[src/rtl/seg7_pkg.sv]
// seg7_pkg: shared code constants and scan state type for the 7-segment scan controller
package seg7_pkg;
    localparam int CODE_W = 5;
    localparam logic [CODE_W-1:0] CODE_ALL_ON     = 5'd16;
    localparam logic [CODE_W-1:0] CODE_MINUS      = 5'd17;
    localparam logic [CODE_W-1:0] CODE_UNDERSCORE = 5'd18;
    localparam logic [CODE_W-1:0] CODE_S          = 5'd19;
    localparam logic [CODE_W-1:0] CODE_OFF        = 5'd20;
    typedef enum logic {BLANK, DRIVE} scan_state_t;
endpackage

[src/rtl/hexdigit.sv]
// hexdigit: display code to {dp,g,f,e,d,c,b,a} pattern; dp only honoured for hex codes
module hexdigit
    import seg7_pkg::*;
(
    input  logic [CODE_W-1:0] code,
    input  logic              dp,
    output logic [7:0]        seg
);
    logic [6:0] pat;
    always_comb begin
        case (code)
            5'd0:            pat = 7'h3F;
            5'd1:            pat = 7'h06;
            5'd2:            pat = 7'h5B;
            5'd3:            pat = 7'h4F;
            5'd4:            pat = 7'h66;
            5'd5:            pat = 7'h6D;
            5'd6:            pat = 7'h7D;
            5'd7:            pat = 7'h07;
            5'd8:            pat = 7'h7F;
            5'd9:            pat = 7'h6F;
            5'd10:           pat = 7'h77;
            5'd11:           pat = 7'h7C;
            5'd12:           pat = 7'h39;
            5'd13:           pat = 7'h5E;
            5'd14:           pat = 7'h79;
            5'd15:           pat = 7'h71;
            CODE_ALL_ON:     pat = 7'h7F;
            CODE_MINUS:      pat = 7'h40;
            CODE_UNDERSCORE: pat = 7'h08;
            CODE_S:          pat = 7'h6D;
            default:         pat = 7'h00;
        endcase
    end
    assign seg = {code == CODE_ALL_ON || (code < 5'd16 && dp), pat};
endmodule

[src/rtl/seg7_scan_ctrl.sv]
// seg7_scan_ctrl: double-buffered time-multiplexed scan of a common-cathode 7-segment display
module seg7_scan_ctrl
    import seg7_pkg::*;
#(
    parameter int DIGITS       = 4,
    parameter int DWELL_CYCLES = 25000,
    parameter int BLANK_CYCLES = 250
) (
    input  logic                     clk,
    input  logic                     rst_n,
    input  logic                     load_valid,
    output logic                     load_ready,
    input  logic [CODE_W*DIGITS-1:0] load_codes,
    input  logic [DIGITS-1:0]        load_dp,
    input  logic                     lz_blank,
    output logic [7:0]               seg,
    output logic [DIGITS-1:0]        dig_en,
    output logic                     frame_tick
);
    localparam int MAXC  = DWELL_CYCLES > BLANK_CYCLES ? DWELL_CYCLES : BLANK_CYCLES;
    localparam int CNT_W = $clog2(MAXC + 1);
    localparam int IDX_W = DIGITS > 1 ? $clog2(DIGITS) : 1;
    localparam logic [CNT_W-1:0] DWELL_LAST = CNT_W'(DWELL_CYCLES - 1);
    localparam logic [CNT_W-1:0] BLANK_LAST = CNT_W'(BLANK_CYCLES > 0 ? BLANK_CYCLES - 1 : 0);
    localparam logic [IDX_W-1:0] IDX_LAST   = IDX_W'(DIGITS - 1);
    localparam scan_state_t      START      = BLANK_CYCLES > 0 ? BLANK : DRIVE;

    scan_state_t               state, nxt_state;
    logic [CNT_W-1:0]          cnt, nxt_cnt;
    logic [IDX_W-1:0]          idx, nxt_idx;
    logic [CODE_W*DIGITS-1:0]  disp_codes, nxt_codes, pend_codes;
    logic [DIGITS-1:0]         disp_dp, nxt_dp, pend_dp;
    logic                      pend_lz, pend_full;
    logic                      last, boundary, commit;
    logic [7:0]                dec_seg;

    // Blank zero digits from the top down until the first digit carrying a value or a dp.
    function automatic logic [CODE_W*DIGITS-1:0] lz_strip(
        input logic [CODE_W*DIGITS-1:0] c,
        input logic [DIGITS-1:0]        dp
    );
        logic run;
        run      = 1'b1;
        lz_strip = c;
        for (int i = DIGITS - 1; i >= 1; i--) begin
            run = run && c[i*CODE_W +: CODE_W] == '0 && !dp[i];
            if (run) lz_strip[i*CODE_W +: CODE_W] = CODE_OFF;
        end
    endfunction

    assign load_ready = !pend_full;

    always_comb begin
        last      = state == BLANK ? cnt == BLANK_LAST : cnt == DWELL_LAST;
        boundary  = state == DRIVE && last && idx == IDX_LAST;
        commit    = boundary && pend_full;
        nxt_cnt   = last ? '0 : cnt + 1'b1;
        nxt_state = !last ? state : state == BLANK ? DRIVE : START;
        nxt_idx   = !(state == DRIVE && last) ? idx : boundary ? '0 : idx + 1'b1;
        nxt_codes = commit ? (pend_lz ? lz_strip(pend_codes, pend_dp) : pend_codes) : disp_codes;
        nxt_dp    = commit ? pend_dp : disp_dp;
    end

    // Decoding the next-cycle digit lets seg/dig_en update together on the entry edge.
    hexdigit u_dec (
        .code (nxt_codes[nxt_idx*CODE_W +: CODE_W]),
        .dp   (nxt_dp[nxt_idx]),
        .seg  (dec_seg)
    );

    always_ff @(posedge clk or negedge rst_n) begin
        if (!rst_n) begin
            state      <= START;
            cnt        <= '0;
            idx        <= '0;
            disp_codes <= {DIGITS{CODE_OFF}};
            disp_dp    <= '0;
            pend_codes <= '0;
            pend_dp    <= '0;
            pend_lz    <= 1'b0;
            pend_full  <= 1'b0;
            seg        <= '0;
            dig_en     <= '0;
            frame_tick <= 1'b0;
        end else begin
            state      <= nxt_state;
            cnt        <= nxt_cnt;
            idx        <= nxt_idx;
            disp_codes <= nxt_codes;
            disp_dp    <= nxt_dp;
            frame_tick <= boundary;
            dig_en     <= nxt_state == DRIVE ? DIGITS'(1) << nxt_idx : '0;
            seg        <= nxt_state == DRIVE ? dec_seg : '0;
            if (commit) begin
                pend_full <= 1'b0;
            end else if (load_valid && !pend_full) begin
                pend_full  <= 1'b1;
                pend_codes <= load_codes;
                pend_dp    <= load_dp;
                pend_lz    <= lz_blank;
            end
        end
    end
endmodule

[config.mk]
export PLATFORM = sky130hd
export DESIGN_NAME = seg7_scan_ctrl
export DESIGN_NICKNAME = d
export VERILOG_FILES = /design/src/rtl/seg7_pkg.sv /design/src/rtl/hexdigit.sv /design/src/rtl/seg7_scan_ctrl.sv
export SDC_FILE = /design/constraint.sdc
export NUM_CORES = 1
export LEC_CHECK = 0
export CAP_MARGIN = 5
export CORE_MARGIN = 8
export CORE_UTILIZATION = 56
export CTS_CLUSTER_DIAMETER = 40
export DETAILED_ROUTE_END_ITERATION = 10
export PLACE_DENSITY = 0.79
export SYNTH_ARGS = -nofsm -noshare
export SYNTH_HDL_FRONTEND = slang
export SYNTH_SLANG_ARGS = --single-unit
[constraint.sdc]
create_clock -name clk -period 4.6 [get_ports clk]
set_input_delay 0.46 -clock clk [delete_from_list [all_inputs] [get_ports clk]]
set_output_delay 0.46 -clock clk [all_outputs]
set_load 0.02 [all_outputs]
==> results by group, run 1 <==
Status
  – Status: finished, final reports clean

Yosys
  – Mapped Area: 3860 um2
  – Total number of yosys warnings: 0
  – Adder-cell share of the synthesized area: 2.92%
  – Parity-gate share of the synthesized area counting xor and xnor cells: 2.95%
  – Compound-gate portion of the synthesized area: 7.32%
  – Syn nets: 373
  – Simple-gate share of the synthesized area: 17.3%
  – Number of synthesized flops with an enable pin: 0
  – Per-instance average area after synthesis: 11.5 um2
  – Cell type with the largest total area after synthesis: sky130_fd_sc_hd__dfrtp_1
  – Largest family of logic cells by synthesized area: simple AND/OR/NAND/NOR gates
  – Synth area leaders: sky130_fd_sc_hd__dfrtp_1, sky130_fd_sc_hd__mux2_2, sky130_fd_sc_hd__dfstp_2
  – Fraction of synthesis flops using an asynchronous set or reset pin: 100%
  – Area share of the largest cell type after synthesis: 47.3%
  – Share of cell area taken by muxes after synthesis: 14.0%
  – Post-Syn Instances: 336
  – Sequential cell area fraction in the yosys report: 52.8%
  – Top FF cell, synth: sky130_fd_sc_hd__dfrtp_1
  – Distinct cells, synth: 60
  – Number of synthesized register bits: 81

GRT
  – Grt total ovfl: 0
  – Largest net degree at the start of global routing: 82
  – Wire length of the first global-routing pass: 12,800 um
  – Initial antenna violation count: 0
  – Total routing usage reported by global routing: 16.3%
  – Via count of the first global-routing pass: 2,683

Pwr
  – Fraction of power spent switching nets: 24.3%
  – Internal portion of total power: 0.000994 W
  – Sequential group share of total power: 57.8%
  – Cell leakage power: 2.10 nW
  – Share of power burned in the clock network: 37.1%
  – Power Density: 292 nW/um2
  – Peak ir drop on the vdd network: 0.221 mV
  – Combinational share of power: 5.1%
  – Net load switching power: 0.000319 W

Floorplanning
  – Ports: 42
  – Horizontal die dimension: 99.0 um
  – Area inside the core boundary: 6720 um2
  – Height of the chip: 99.0 um
  – Die Outline Area: 9810 um2
  – Site Rows: 30
  – Initial cell density of the core: 57.5%

Timing
  – Minimum period implied by the final worst setup slack: 3.87 ns
  – Worst slew margin: 33.6%
  – Final max-slew violation count: 0
  – Total negative slack for setup checks: 0 ns
  – Hold Violations, Final: 0
  – Total of endpoints with negative setup slack in the final report: 0
  – Slew at the pin with the worst max-slew slack: 0.996 ns
  – Maximum frequency from static timing analysis: 258 MHz
  – Fin Clk Skew: 0.00986 ns
  – RSZ-0062 raised after global routing: no
  – Final Cycle Share: 84.2%
  – Worst hold margin: 0.256 ns

Clock network
  – TritonCTS clock tree: built
  – Number of hold-repair buffers added at the cts stage: 0
  – Number of sinks handled by clock tree synthesis: 81
  – Setup Buffers After CTS: 0
  – CTS resizes: 0
  – Clock root buffer master: sky130_fd_sc_hd__clkbuf_8
  – Total clock buffers created by CTS: 9
  – Clock-pin slew on the worst setup and hold paths: 0.09 ns
  – Buffers from clock root to sink, at most: 2
  – Source-to-sink clock delay at the later pin of the worst-skew pair: 0.36 ns
  – H-Tree Depth: 3

Placed design
  – Weighted congestion reported at the end of routability-driven placement: 0.842
  – Post-DP HPWL: 5350 um
  – Port Buf Inserts: 41
  – Post-Place Cell Area: 4310 um2

Route
  – Drt total wl: 7340 um
  – DR DRC count: 0
  – Via count: 2,592
  – Average via count per standard cell: 5.60
  – Count of antenna-violating nets left after detailed routing: 0
  – Average wire per cell in the routed design: 15.9 um
  – 1st-pass router iterations: 4
  – Number of design-rule violations left by the first detailed-router iteration: 165

Final layout
  – Area used by multi-input combinational logic: 1720 um2
  – Top library cells by usage in the layout, fill and taps aside: sky130_fd_sc_hd__dfrtp_1, sky130_fd_sc_hd__nand2_1, sky130_fd_sc_hd__clkdlybuf4s50_1
  – Area Overhead vs Synth: 16.5%
  – Final net count: 415
  – Layout filler cell count: 515
  – Post-route cell area: 4500 um2
  – Most common library cell in the layout ignoring fill and taps: sky130_fd_sc_hd__dfrtp_1
  – Sequential standard cell area: 2040 um2
  – Diode insertion count for antenna repair: 0
  – Layout cells sized above 1: 20.9%
  – Finished Core Util: 66.9%

Critical path
  – Data required time at the worst endpoint: 4.87 ns
  – Category of the worst setup path launch point: flip-flop
  – Crit-path max FO: 12
  – Worst Path Arrival: 4.15 ns
  – Critical Path Sink Type: flip-flop
  – Class of the most critical setup path: flip-flop to flip-flop

Run
  – Maximum capacitance violations: 0

Min path
  – Class of the tightest hold or removal check: input port to asynchronous set/reset pin
[power by group through the flow]
stage	registers, W	clock network, W	logic [W]
2_1_floorplan	0.000764	0	0.0000295
3_3_place_gp	0.000771	0	0.0000667
6_report	0.000759	0.000488	0.0000671
3_5_place_dp	0.000773	0	0.0000687
4_1_cts	0.000759	0.000496	0.0000691
5_1_grt	0.000763	0.000527	0.0000747
[worst max-delay path, cell delays in order (launching register included)]
cell                       delay, ns
sky130_fd_sc_hd__dfrtp_1        0.44
sky130_fd_sc_hd__nor2_1         0.13
sky130_fd_sc_hd__nand3_1        0.09
sky130_fd_sc_hd__nor3_1         0.19
sky130_fd_sc_hd__a31oi_1        0.06
sky130_fd_sc_hd__nor2_1         0.11
sky130_fd_sc_hd__buf_4          0.18
sky130_fd_sc_hd__ha_1           0.42
sky130_fd_sc_hd__nor2b_1        0.16
sky130_fd_sc_hd__nor2_4         0.29
sky130_fd_sc_hd__clkinv_2       0.28
sky130_fd_sc_hd__nand2_1        0.12
sky130_fd_sc_hd__nand2_1        0.06
sky130_fd_sc_hd__mux2i_1        0.40
sky130_fd_sc_hd__inv_1          0.18
sky130_fd_sc_hd__ha_1           0.29
sky130_fd_sc_hd__mux2i_1        0.15
sky130_fd_sc_hd__o22ai_1        0.10
sky130_fd_sc_hd__o22ai_1        0.15
[per-stage QoR]
stage	std cells	setup WS [ns]	total power (W)
6_report	463	0.729	0.00131
4_1_cts	463	0.747	0.00132
3_5_place_dp	447	0.784	0.000841
5_1_grt	463	0.252	0.00136
2_1_floorplan	336	1.20	0.000794
3_3_place_gp	447	0.956	0.000838
[layout make-up]
type,instances,area share (%)
inverter,8,0.696
tap,80,2.23
multi-input combinational,235,38.2
clock inverter,6,1.09
timing repair buffer,43,9.40
sequential,81,45.3
clock buffer,10,3.06
[sequential cells by signal, indices dropped and copies added, names as in the netlist, 2 cells and up]
name	count
seg	8
disp_codes	20
idx	2
dig_en	4
pend_dp	4
cnt	15
pend_codes	20
disp_dp	4
[cell usage after synthesis, drive strengths merged (7+ instances only)]
cell and count:
buf 7, dfrtp 73, dfstp 8, ha 9
inv 7, mux2 35, mux2i 13, nand2 41
nand3 13, nor2 40, nor3 8, o21ai 8
xnor2 8
[logic make-up after synthesis]
group | count (synthesis)
simple gates | 129
flops | 81
mux | 48
compound gates | 36
buf+inv | 20
xor+xnor | 13
fa+ha+maj | 9
[routing by layer]
metal / part of all wire, % / vias up / GRT usage [%]
met2: 48 / 49 / 26.0
met5: 0 / - / 0
met3: 3.9 / 8 / 5.14
met4: 1.4 / 0 / 6.14
li1: - / 1252 / -
met1: 47 / 1283 / 20.2
[final timing paths]
path	startpoint	slack [ns]	endpoint	cells after the start
worst min-delay path	rst_n	0.26	cnt[5]	1
worst min register to register	disp_codes[11]	0.49	disp_codes[11]	2
worst max register to register	cnt[4]	0.73	seg[5]	18
max in group asynchronous	rst_n	3.73	disp_codes[16]	1
min in group clk	disp_codes[11]	0.49	disp_codes[11]	2
worst max-delay path	cnt[4]	0.73	seg[5]	18
Note: power is estimated with default switching activity, not from simulation.
==> run 2: changes to the inputs <==
Clock period 4.6 ns to 3.9 ns, I/O delays scaled along.
==> results by group, run 2 (synthesis results as in run 1) <==
Status
  – Status: finished, final reports clean

Final layout
  – Layout cells sized above 1: 21.6%
  – Area used by multi-input combinational logic: 1730 um2
  – Final net count: 416
  – Finished Core Util: 67.0%
  – Sequential standard cell area: 2040 um2
  – Largest registers: disp_codes x20, pend_codes x20, cnt x15
  – Layout filler cell count: 508
  – Most common library cell in the layout ignoring fill and taps: sky130_fd_sc_hd__dfrtp_1
  – Diode insertion count for antenna repair: 0
  – Area Overhead vs Synth: 16.6%
  – Post-route cell area: 4500 um2
  – Top library cells by usage in the layout, fill and taps aside: sky130_fd_sc_hd__dfrtp_1, sky130_fd_sc_hd__nand2_1, sky130_fd_sc_hd__clkdlybuf4s50_1

Route
  – 1st-pass router iterations: 5
  – DR DRC count: 0
  – Count of antenna-violating nets left after detailed routing: 0
  – Via count: 2,648
  – Average wire per cell in the routed design: 16.1 um
  – Average via count per standard cell: 5.71
  – Number of design-rule violations left by the first detailed-router iteration: 138
  – Drt total wl: 7450 um

Clock network
  – Total clock buffers created by CTS: 9
  – Clock-pin slew on the worst setup and hold paths: 0.08 ns
  – Buffers from clock root to sink, at most: 2
  – Clock root buffer master: sky130_fd_sc_hd__clkbuf_8
  – H-Tree Depth: 3
  – TritonCTS clock tree: built
  – Number of sinks handled by clock tree synthesis: 81
  – Source-to-sink clock delay at the later pin of the worst-skew pair: 0.35 ns

Critical path
  – Ordered list of cells on the worst path: nor2_1 -> nand3_1 -> nor3_1 -> a31oi_1 -> nor2_1 -> ha_2 -> nand3_4 -> buf_4 -> mux2i_1 -> mux2i_1 -> o211ai_2 -> nand2_1 -> or3_1 -> a21boi_1
  – Dominant delay contributor by cell family on the critical path: simple AND/OR/NAND/NOR gates
  – Critical Path Sink Type: flip-flop
  – Bufs and invs on worst path: 1
  – Reg2reg path depth: 14
  – Largest incremental delay on the critical path: 0.51 ns
  – Data required time at the worst endpoint: 4.17 ns
  – Cell at the slowest stage of the critical path: sky130_fd_sc_hd__o211ai_2
  – Category of the worst setup path launch point: flip-flop
  – Worst Path Arrival: 3.77 ns
  – Levels on crit path: 14
  – Crit-path max FO: 17
  – Class of the most critical setup path: flip-flop to flip-flop

Pwr
  – Peak ir drop on the vdd network: 0.235 mV
  – Power Density: 339 nW/um2
  – Cell leakage power: 2.10 nW

Timing
  – Total negative slack for setup checks: 0 ns
  – Worst slew margin: 34.3%
  – Total of endpoints with negative setup slack in the final report: 0
  – Final Cycle Share: 89.5%
  – Slew at the pin with the worst max-slew slack: 0.986 ns
  – Fin Clk Skew: 0.00851 ns
  – Minimum period implied by the final worst setup slack: 3.49 ns
  – Hold Violations, Final: 0
  – Final max-slew violation count: 0
  – RSZ-0062 raised after global routing: no
  – Maximum frequency from static timing analysis: 286 MHz

Placed design
  – Post-DP HPWL: 5370 um
  – Port Buf Inserts: 41
  – Post-Place Cell Area: 4320 um2
  – Weighted congestion reported at the end of routability-driven placement: 0.828

GRT
  – Initial antenna violation count: 0
  – Largest net degree at the start of global routing: 82
  – Grt total ovfl: 0
  – Wire length of the first global-routing pass: 12,800 um
  – Via count of the first global-routing pass: 2,717
  – Total routing usage reported by global routing: 16.2%

Floorplanning
  – Height of the chip: 99.0 um
  – Initial cell density of the core: 57.5%
  – Area inside the core boundary: 6720 um2
  – Horizontal die dimension: 99.0 um
  – Ports: 42
  – Site Rows: 30
  – Die Outline Area: 9810 um2

Min path
  – Class of the tightest hold or removal check: input port to asynchronous set/reset pin

Run
  – Maximum capacitance violations: 0
-- run 2: worst register-to-register path: cells and delay by family, from the launching register on --
kind	cells	cell delay, ns
AO/OA/AOI/OAI	3	0.71
adder cells (fa/ha/maj)	1	0.34
buffers and inverters	1	0.27
flip-flops	1	0.43
multiplexers	2	0.35
AND/OR/NAND/NOR	7	1.32
-- run 2: through the flow --
stage          instances  setup slack, ns  total power, W  hold WS (ns)
5_1_grt              464           0.0108         0.00159         0.274
2_1_floorplan        336            0.498        0.000936        0.0944
3_5_place_dp         448            0.207        0.000993         0.475
4_1_cts              464            0.191         0.00155         0.223
6_report             464            0.408         0.00152         0.183
3_3_place_gp         448            0.447        0.000988         0.460
-- run 2: what timing repair did --
action | in CTS | in global routing
setup endpoints to repair | 0 | 8
buffers inserted | 0 | 0
gates resized for setup | 0 | 2
hold buffers | 0 | 0
-- run 2: path summary, 6_finish.rpt --
check	startpoint	end	slack, ns
max	cnt[4]	seg[7]	0.41
min	rst_n	cnt[5]	0.18
min in group clk	disp_dp[2]	disp_dp[2]	0.50
min reg2reg	disp_dp[2]	disp_dp[2]	0.50
max reg2reg	cnt[4]	seg[7]	0.41
max in group asynchronous	rst_n	disp_codes[11]	3.07
-- run 2: layer usage --
metal	global-route usage, %	vias up	share of wire, %
met4	7.44	0	2.0
met2	25.3	72	47
met1	20.5	1306	46
met5	0	-	0
met3	4.16	11	4.7
li1	-	1259	-
-- run 2: area by class of cell --
type / instances / area share (%)
multi-input cells: 235 / 38.3
clock inverters: 7 / 1.17
flip-flops and latches: 81 / 45.3
clock buffers: 9 / 2.75
well taps: 80 / 2.22
repair buffers: 44 / 9.56
inverters: 8 / 0.695
-- run 2: power breakdown --
group          leakage [nW]  switching (W)  internal (W)
Sequential             1.04      0.0000245      0.000870
Clock                0.0904       0.000313      0.000237
Combinational         0.965      0.0000301     0.0000493
